**config.mk**
```make
export PLATFORM = sky130hd
export DESIGN_NAME = cmd_demap
export DESIGN_NICKNAME = d
export VERILOG_FILES = /design/src/rtl/cmd_demap.sv
export SDC_FILE = /design/constraint.sdc
export NUM_CORES = 1
export LEC_CHECK = 0
export ABC_AREA = 1
export CORE_ASPECT_RATIO = 1.2
export CORE_MARGIN = 8
export CORE_UTILIZATION = 49
export DETAILED_ROUTE_END_ITERATION = 10
export GPL_TIMING_DRIVEN = 0
export MAX_ROUTING_LAYER = met4
export PLACE_DENSITY = 0.86
export SYNTH_ARGS = -nofsm -noshare
export SYNTH_HDL_FRONTEND = slang
export SYNTH_SLANG_ARGS = --single-unit
```
**constraint.sdc**
```tcl
create_clock -name clk_fix -period 1.6 [get_ports clk_fix]
set_clock_uncertainty 0.1 [all_clocks]
set_input_delay 0.32 -clock clk_fix [delete_from_list [all_inputs] [get_ports clk_fix]]
set_output_delay 0.32 -clock clk_fix [all_outputs]
set_load 0.05 [all_outputs]
```
**src/rtl/cmd_demap.sv**
```systemverilog
// cmd_demap: splits a host byte stream into packets and forwards each payload
// to the training-pattern FIFO or the sensor SPI command FIFO.
// Packet: SYNC, DEST, LEN, LEN payload bytes [, CHK].
// Optional feature macro: CMD_CHECKSUM_EN -- adds a trailing CHK byte that must
// equal the XOR of DEST, LEN and every payload byte.
module cmd_demap #(
  parameter logic [7:0]  SYNC_BYTE = 8'hA5,
  parameter int unsigned TIMEOUT   = 50000
) (
  input  logic       clk_fix,
  input  logic       rst_fix_n,
  input  logic       rx_valid,
  input  logic [7:0] rx_data,
  output logic       rx_ready,
  output logic       train_wen,
  output logic [7:0] train_din,
  input  logic       train_full,
  output logic       sensor_wen,
  output logic [7:0] sensor_din,
  input  logic       sensor_full,
  output logic       pkt_done,
  output logic       pkt_err,
  output logic [7:0] err_cnt
);

  localparam logic [7:0]       DEST_TRAIN  = 8'h01;
  localparam logic [7:0]       DEST_SENSOR = 8'h02;
  localparam int               TMO_W       = $clog2(TIMEOUT + 1);
  localparam logic [TMO_W-1:0] TMO_LAST    = TMO_W'(TIMEOUT - 1);

`ifdef CMD_CHECKSUM_EN
  typedef enum logic [2:0] {
    ST_IDLE    = 3'd0,
    ST_DEST    = 3'd1,
    ST_LEN     = 3'd2,
    ST_PAYLOAD = 3'd3,
    ST_CHK     = 3'd4
  } state_t;
`else
  typedef enum logic [1:0] {
    ST_IDLE    = 2'd0,
    ST_DEST    = 2'd1,
    ST_LEN     = 2'd2,
    ST_PAYLOAD = 2'd3
  } state_t;
`endif

  // Error counter never wraps: it sticks at its maximum.
  function automatic logic [7:0] sat_inc(input logic [7:0] v);
    return (v == 8'hFF) ? v : v + 8'd1;
  endfunction

  function automatic logic dest_is_valid(input logic [7:0] d);
    return (d == DEST_TRAIN) || (d == DEST_SENSOR);
  endfunction

  state_t           state;
  state_t           state_nxt;
  logic             xfer;
  logic             sel_full;
  logic             sel_train;
  logic             drop;
  logic [7:0]       pay_cnt;
  logic [TMO_W-1:0] tmo_cnt;
  logic             tmo_hit_p0;
  logic             fwd_vld_p0;
  logic             end_vld_p0;
  logic             end_err_p0;
`ifdef CMD_CHECKSUM_EN
  logic [7:0]       chk_acc;
`endif

  // Back-pressure only applies to a routed payload; dropped packets drain freely.
  assign sel_full = sel_train ? train_full : sensor_full;
  assign rx_ready = !((state == ST_PAYLOAD) && !drop && sel_full);
  assign xfer     = rx_valid & rx_ready;

  // The TIMEOUT-th consecutive idle cycle inside a packet aborts it.
  assign tmo_hit_p0 = (state != ST_IDLE) && !xfer && (tmo_cnt == TMO_LAST);

  // State register.
  always_ff @(posedge clk_fix or negedge rst_fix_n) begin
    if (!rst_fix_n) begin
      state <= ST_IDLE;
    end else begin
      state <= state_nxt;
    end
  end

  // Next-state: every advance needs a transfer; a timeout overrides everything.
  always_comb begin
    state_nxt = state;
    if (tmo_hit_p0) begin
      state_nxt = ST_IDLE;
    end else if (xfer) begin
      case (state)
        ST_IDLE:    if (rx_data == SYNC_BYTE) state_nxt = ST_DEST;
        ST_DEST:    state_nxt = ST_LEN;
        ST_LEN:     state_nxt = (rx_data == 8'd0) ? ST_IDLE : ST_PAYLOAD;
        ST_PAYLOAD: begin
          if (pay_cnt == 8'd1) begin
`ifdef CMD_CHECKSUM_EN
            state_nxt = ST_CHK;
`else
            state_nxt = ST_IDLE;
`endif
          end
        end
`ifdef CMD_CHECKSUM_EN
        ST_CHK:     state_nxt = ST_IDLE;
`endif
        default:    state_nxt = ST_IDLE;
      endcase
    end
  end

  // Output decode: payload forward strobe and packet-end classification.
  always_comb begin
    fwd_vld_p0 = 1'b0;
    end_vld_p0 = 1'b0;
    end_err_p0 = 1'b0;
    if (tmo_hit_p0) begin
      end_vld_p0 = 1'b1;
      end_err_p0 = 1'b1;
    end else if (xfer) begin
      case (state)
        ST_LEN: begin
          if (rx_data == 8'd0) begin
            end_vld_p0 = 1'b1;
            end_err_p0 = 1'b1;
          end
        end
        ST_PAYLOAD: begin
          fwd_vld_p0 = !drop;
`ifndef CMD_CHECKSUM_EN
          if (pay_cnt == 8'd1) begin
            end_vld_p0 = 1'b1;
            end_err_p0 = drop;
          end
`endif
        end
`ifdef CMD_CHECKSUM_EN
        ST_CHK: begin
          end_vld_p0 = 1'b1;
          end_err_p0 = drop || (chk_acc != rx_data);
        end
`endif
        default: begin
          fwd_vld_p0 = 1'b0;
        end
      endcase
    end
  end

  // Per-packet context: route, drop flag, remaining payload bytes.
  always_ff @(posedge clk_fix or negedge rst_fix_n) begin
    if (!rst_fix_n) begin
      sel_train <= 1'b0;
      drop      <= 1'b0;
      pay_cnt   <= 8'd0;
    end else if (xfer && !tmo_hit_p0) begin
      case (state)
        ST_DEST: begin
          sel_train <= (rx_data == DEST_TRAIN);
          drop      <= !dest_is_valid(rx_data);
        end
        ST_LEN:     pay_cnt <= rx_data;
        ST_PAYLOAD: pay_cnt <= pay_cnt - 8'd1;
        default:    pay_cnt <= pay_cnt;
      endcase
    end
  end

`ifdef CMD_CHECKSUM_EN
  // Running XOR over DEST, LEN and payload; restarts with each DEST byte.
  always_ff @(posedge clk_fix or negedge rst_fix_n) begin
    if (!rst_fix_n) begin
      chk_acc <= 8'd0;
    end else if (xfer) begin
      case (state)
        ST_DEST:    chk_acc <= rx_data;
        ST_LEN:     chk_acc <= chk_acc ^ rx_data;
        ST_PAYLOAD: chk_acc <= chk_acc ^ rx_data;
        default:    chk_acc <= chk_acc;
      endcase
    end
  end
`endif

  // Idle-cycle counter: cleared in IDLE, on any transfer and when it fires.
  always_ff @(posedge clk_fix or negedge rst_fix_n) begin
    if (!rst_fix_n) begin
      tmo_cnt <= '0;
    end else if ((state == ST_IDLE) || xfer || tmo_hit_p0) begin
      tmo_cnt <= '0;
    end else begin
      tmo_cnt <= tmo_cnt + TMO_W'(1);
    end
  end

  // ---- stage p0 -> p1: registered FIFO writes and packet status ----
  // FIFO write ports: the accepted byte appears one cycle after its transfer.
  always_ff @(posedge clk_fix or negedge rst_fix_n) begin
    if (!rst_fix_n) begin
      train_wen  <= 1'b0;
      train_din  <= 8'd0;
      sensor_wen <= 1'b0;
      sensor_din <= 8'd0;
    end else begin
      train_wen  <= fwd_vld_p0 && sel_train;
      sensor_wen <= fwd_vld_p0 && !sel_train;
      if (fwd_vld_p0 && sel_train)  train_din  <= rx_data;
      if (fwd_vld_p0 && !sel_train) sensor_din <= rx_data;
    end
  end

  // Packet status pulses and the saturating error count.
  always_ff @(posedge clk_fix or negedge rst_fix_n) begin
    if (!rst_fix_n) begin
      pkt_done <= 1'b0;
      pkt_err  <= 1'b0;
      err_cnt  <= 8'd0;
    end else begin
      pkt_done <= end_vld_p0 && !end_err_p0;
      pkt_err  <= end_vld_p0 && end_err_p0;
      if (end_vld_p0 && end_err_p0) err_cnt <= sat_inc(err_cnt);
    end
  end

endmodule

```
==> reports/metrics.cfg <==
[outcome]
status = finished with violations
failed_checks = setup timing

[critical_path]
worstPathArrival_ns = 1.85
cp-start-kind = register
required_ns = 1.73
crit_type = reg2reg
r2r_cells = 8
endpoint_kind = register
crit_path_max_fanout = 6

[logic_synthesis]
syn_area_mm2 = 0.00299
ys_ff_latch = 56
ys_warn_count = 0
netlist.area_leader.share_pct = 46.9
ys_seq_area_share_pct = 46.9
synth_nets = 377
synth_area_leaders = dfrtp_1, nand2_1, nor2_1, nand3_1, inv_1
ys_types = 36
synth_top_area_cell = dfrtp_1
syn_area_per_cell_um2 = 8.30
syn_inst = 360

[power_and_ir_drop]
total_power_w = 0.00584
leakage_nw = 1.87
peakVddDrop_mv = 1.31
powerDensity_mw_per_mm2 = 1410

[sta]
hold_viol = 0
finalSetupViolCount = 46
max_slew_margin_pct = 66.9
timing.fmax_mhz = 582
setup_slack_ns = -0.119
finalCriticalPeriod_ns = 1.72
grt_setup_unrepaired = true
holdWs_ns = 0.357
period_share_pct = 107
worst_pin_slew_ns = 0.492
report.final.slew_viol_count = 0

[drt]
drcViolationCount = 0
routed_wl_um = 7910
drtAntennaViolNets = 0
drt_iter0_markers = 120
vias = 2781
first_pass_iters = 6
wl_per_cell_um = 15.1
avgViaCountPerCell = 5.32

[floorplanning]
floorplan.io_pins = 42
start_util_pct = 50.0
row_count = 31
die_w_um = 87.3
core_mm2 = 0.00597
die-area_mm2 = 0.00886
fp.dieH_um = 102

[grt]
gr-total-overflow = 0
gr-usage-met2_pct = 32.3
use_met1_pct = 20.1
grt_antenna_before_repair = 0
grt_usage_pct = 18.1
grt_pass1_vias = 2750
busiest_layer = met2
grt_pass1_wl_um = 12400
grt_max_degree = 42
grtUsageMet3_pct = 2.35

[cts]
root_buffer = clkbuf_8
numCtsBuffers = 5
cts_buffer_depth = 2
cts_tree = done
cts.sinks = 56
path_clk_slew_ns = 0.11
clock_latency_ns = 0.31
htree_levels = 2

[finish]
drive_gt1_share_pct = 34.5
final_cells = 523
fillers = 445
synthToLayoutAreaGrowth_pct = 38.6
final_nets = 457
diodes = 0
final_util_pct = 69.3

[min_path]
hold_path_class = in2async

[job]
cap_violations = 0

[placed_design]
place_congestion = 0.903
pre_cts_ws_ns = -0.649
dp_hpwl_um = 4960
placed_cells = 484
numPortBuffers = 41

-- flip-flops by register name, indices dropped and copies added (netlist names) --
| signal | flops |
|---|---|
| tmo_cnt | 16 |
| err_cnt | 8 |
| pay_cnt | 8 |
| sensor_din | 8 |
| train_din | 8 |
| state | 2 |
| drop | 1 |
| pkt_done | 1 |
| pkt_err | 1 |
| sel_train | 1 |
| sensor_wen | 1 |
| train_wen | 1 |
-- cells in the final DEF, fill, tap and decap left out, types with 3 or more instances in the layout --
| cell type | Yosys | layout |
|---|---|---|
| buf_6 | 2 | 12 |
| clkbuf_8 | 0 | 6 |
| nand2_1 | 80 | 57 |
| dlygate4sd2_1 | 0 | 3 |
| inv_1 | 38 | 36 |
| buf_4 | 1 | 22 |
| o21ai_2 | 0 | 3 |
| ha_2 | 0 | 3 |
| o21a_1 | 10 | 10 |
| nand2_8 | 2 | 5 |
| nand3_4 | 2 | 3 |
| o21ai_1 | 0 | 10 |
| xor2_1 | 8 | 8 |
| o21ai_0 | 24 | 11 |
| nand4_1 | 9 | 9 |
| dfrtp_2 | 0 | 7 |
| clkdlybuf4s50_1 | 0 | 7 |
| nand3_1 | 29 | 25 |
| nand3_2 | 0 | 3 |
| nor2_2 | 1 | 11 |
| xnor2_1 | 3 | 3 |
| nand2_2 | 1 | 23 |
| dfrtp_1 | 56 | 49 |
| clkdlybuf4s15_2 | 0 | 20 |
| a21oi_1 | 5 | 4 |
| clkbuf_2 | 0 | 4 |
| nor2_4 | 2 | 5 |
| buf_2 | 2 | 5 |
| nor2_1 | 46 | 33 |
| nor3_1 | 13 | 11 |
-- stage by stage --
| stage | cell area (um^2) | TNS (ns) |
|---|---|---|
| floorplan | 3030 | -1.72 |
| global placement | 3540 | -104.39 |
| detailed placement | 3550 | -15.96 |
| CTS | 4020 | -3.62 |
| global route | 4140 | -6.92 |
| finish | 4140 | -3.34 |
-- synth_stat cells (all sizes together) --
cell and number:
nor3 13, dfrtp 56, buf 5, mux2i 1, o22ai 2, nand2 86
xor2 8, o21bai 1, o21a 10, nand3 31, o211ai 2, clkbuf 1
nor3b 4, ha 4, nand4 9, nor2 50, a21boi 1, inv 40
nand3b 1, o21ai 24, nor4 1, o221ai 1, a21oi 5, xnor2 3
a211oi 1
-- path summary, 6_finish.rpt --
| path | start | end | slack (ns) |
|---|---|---|---|
| max | drop | sel_train | -0.12 |
| min | rst_fix_n | err_cnt[1] | 0.36 |
| max reg2reg | drop | sel_train | -0.12 |
| min reg2reg | train_din[5] | train_din[5] | 0.39 |
| max in group asynchronous | rst_fix_n | state[0] | 0.47 |
| min in group clk_fix | rx_data[4] | pay_cnt[4] | 0.36 |
-- critical path, cell delays in order (launching register included) --
cell	delay, ns
dfrtp_2	0.47
nor2_8	0.17
nand3_4	0.10
buf_12	0.14
nand2_8	0.11
clkinv_8	0.08
buf_6	0.12
nand4_1	0.11
a21boi_2	0.21
-- power by group --
part | switching [W] | internal (W)
Sequential | 0.000308 | 0.00180
Combinational | 0.00185 | 0.00104
Clock | 0.000486 | 0.000364
-- cell families (layout without fill, tap and decap cells) --
family                   after synthesis  count (layout)  share of synthesized area (%)
multiplexers                           1               1                          0.335
flip-flops                            56              56                           46.9
XOR/XNOR                              11              11                           3.23
AO/OA/AOI/OAI                         47              47                           9.34
buffers and inverters                 46             126                           6.66
AND/OR/NAND/NOR                      195             196                           31.8
adder cells (fa/ha/maj)                4               4                           1.68
-- cell type report --
type,count,area (um^2),share of cell area [%]
Multi-Input combinational cell,259,1620,39.2
Inverter,40,165,3.99
Sequential cell,56,1410,34.1
Clock inverter,2,17.5,0.423
Buffer,5,50.0,1.21
Clock buffer,6,82.6,1.99
Tap cell,82,103,2.48
Timing Repair Buffer,73,689,16.7
-- per-layer routing --
layer	up-vias	routed length, um
met5	-	0
met4	0	129
met3	12	286
met2	88	4180
met1	1342	3310
li1	1339	-
-- repair_timing --
item / 4_1_cts / 5_1_grt
cloned: 4 / 0
resized for setup: 144 / 49
hold buffers: 1 / 0
buffers inserted: 18 / 9
pin swaps: 15 / 14
setup endpoints to repair: 79 / 63
hold endpoints to repair: 15 / 0
No activity file was read; power rests on OpenSTA's default activity.
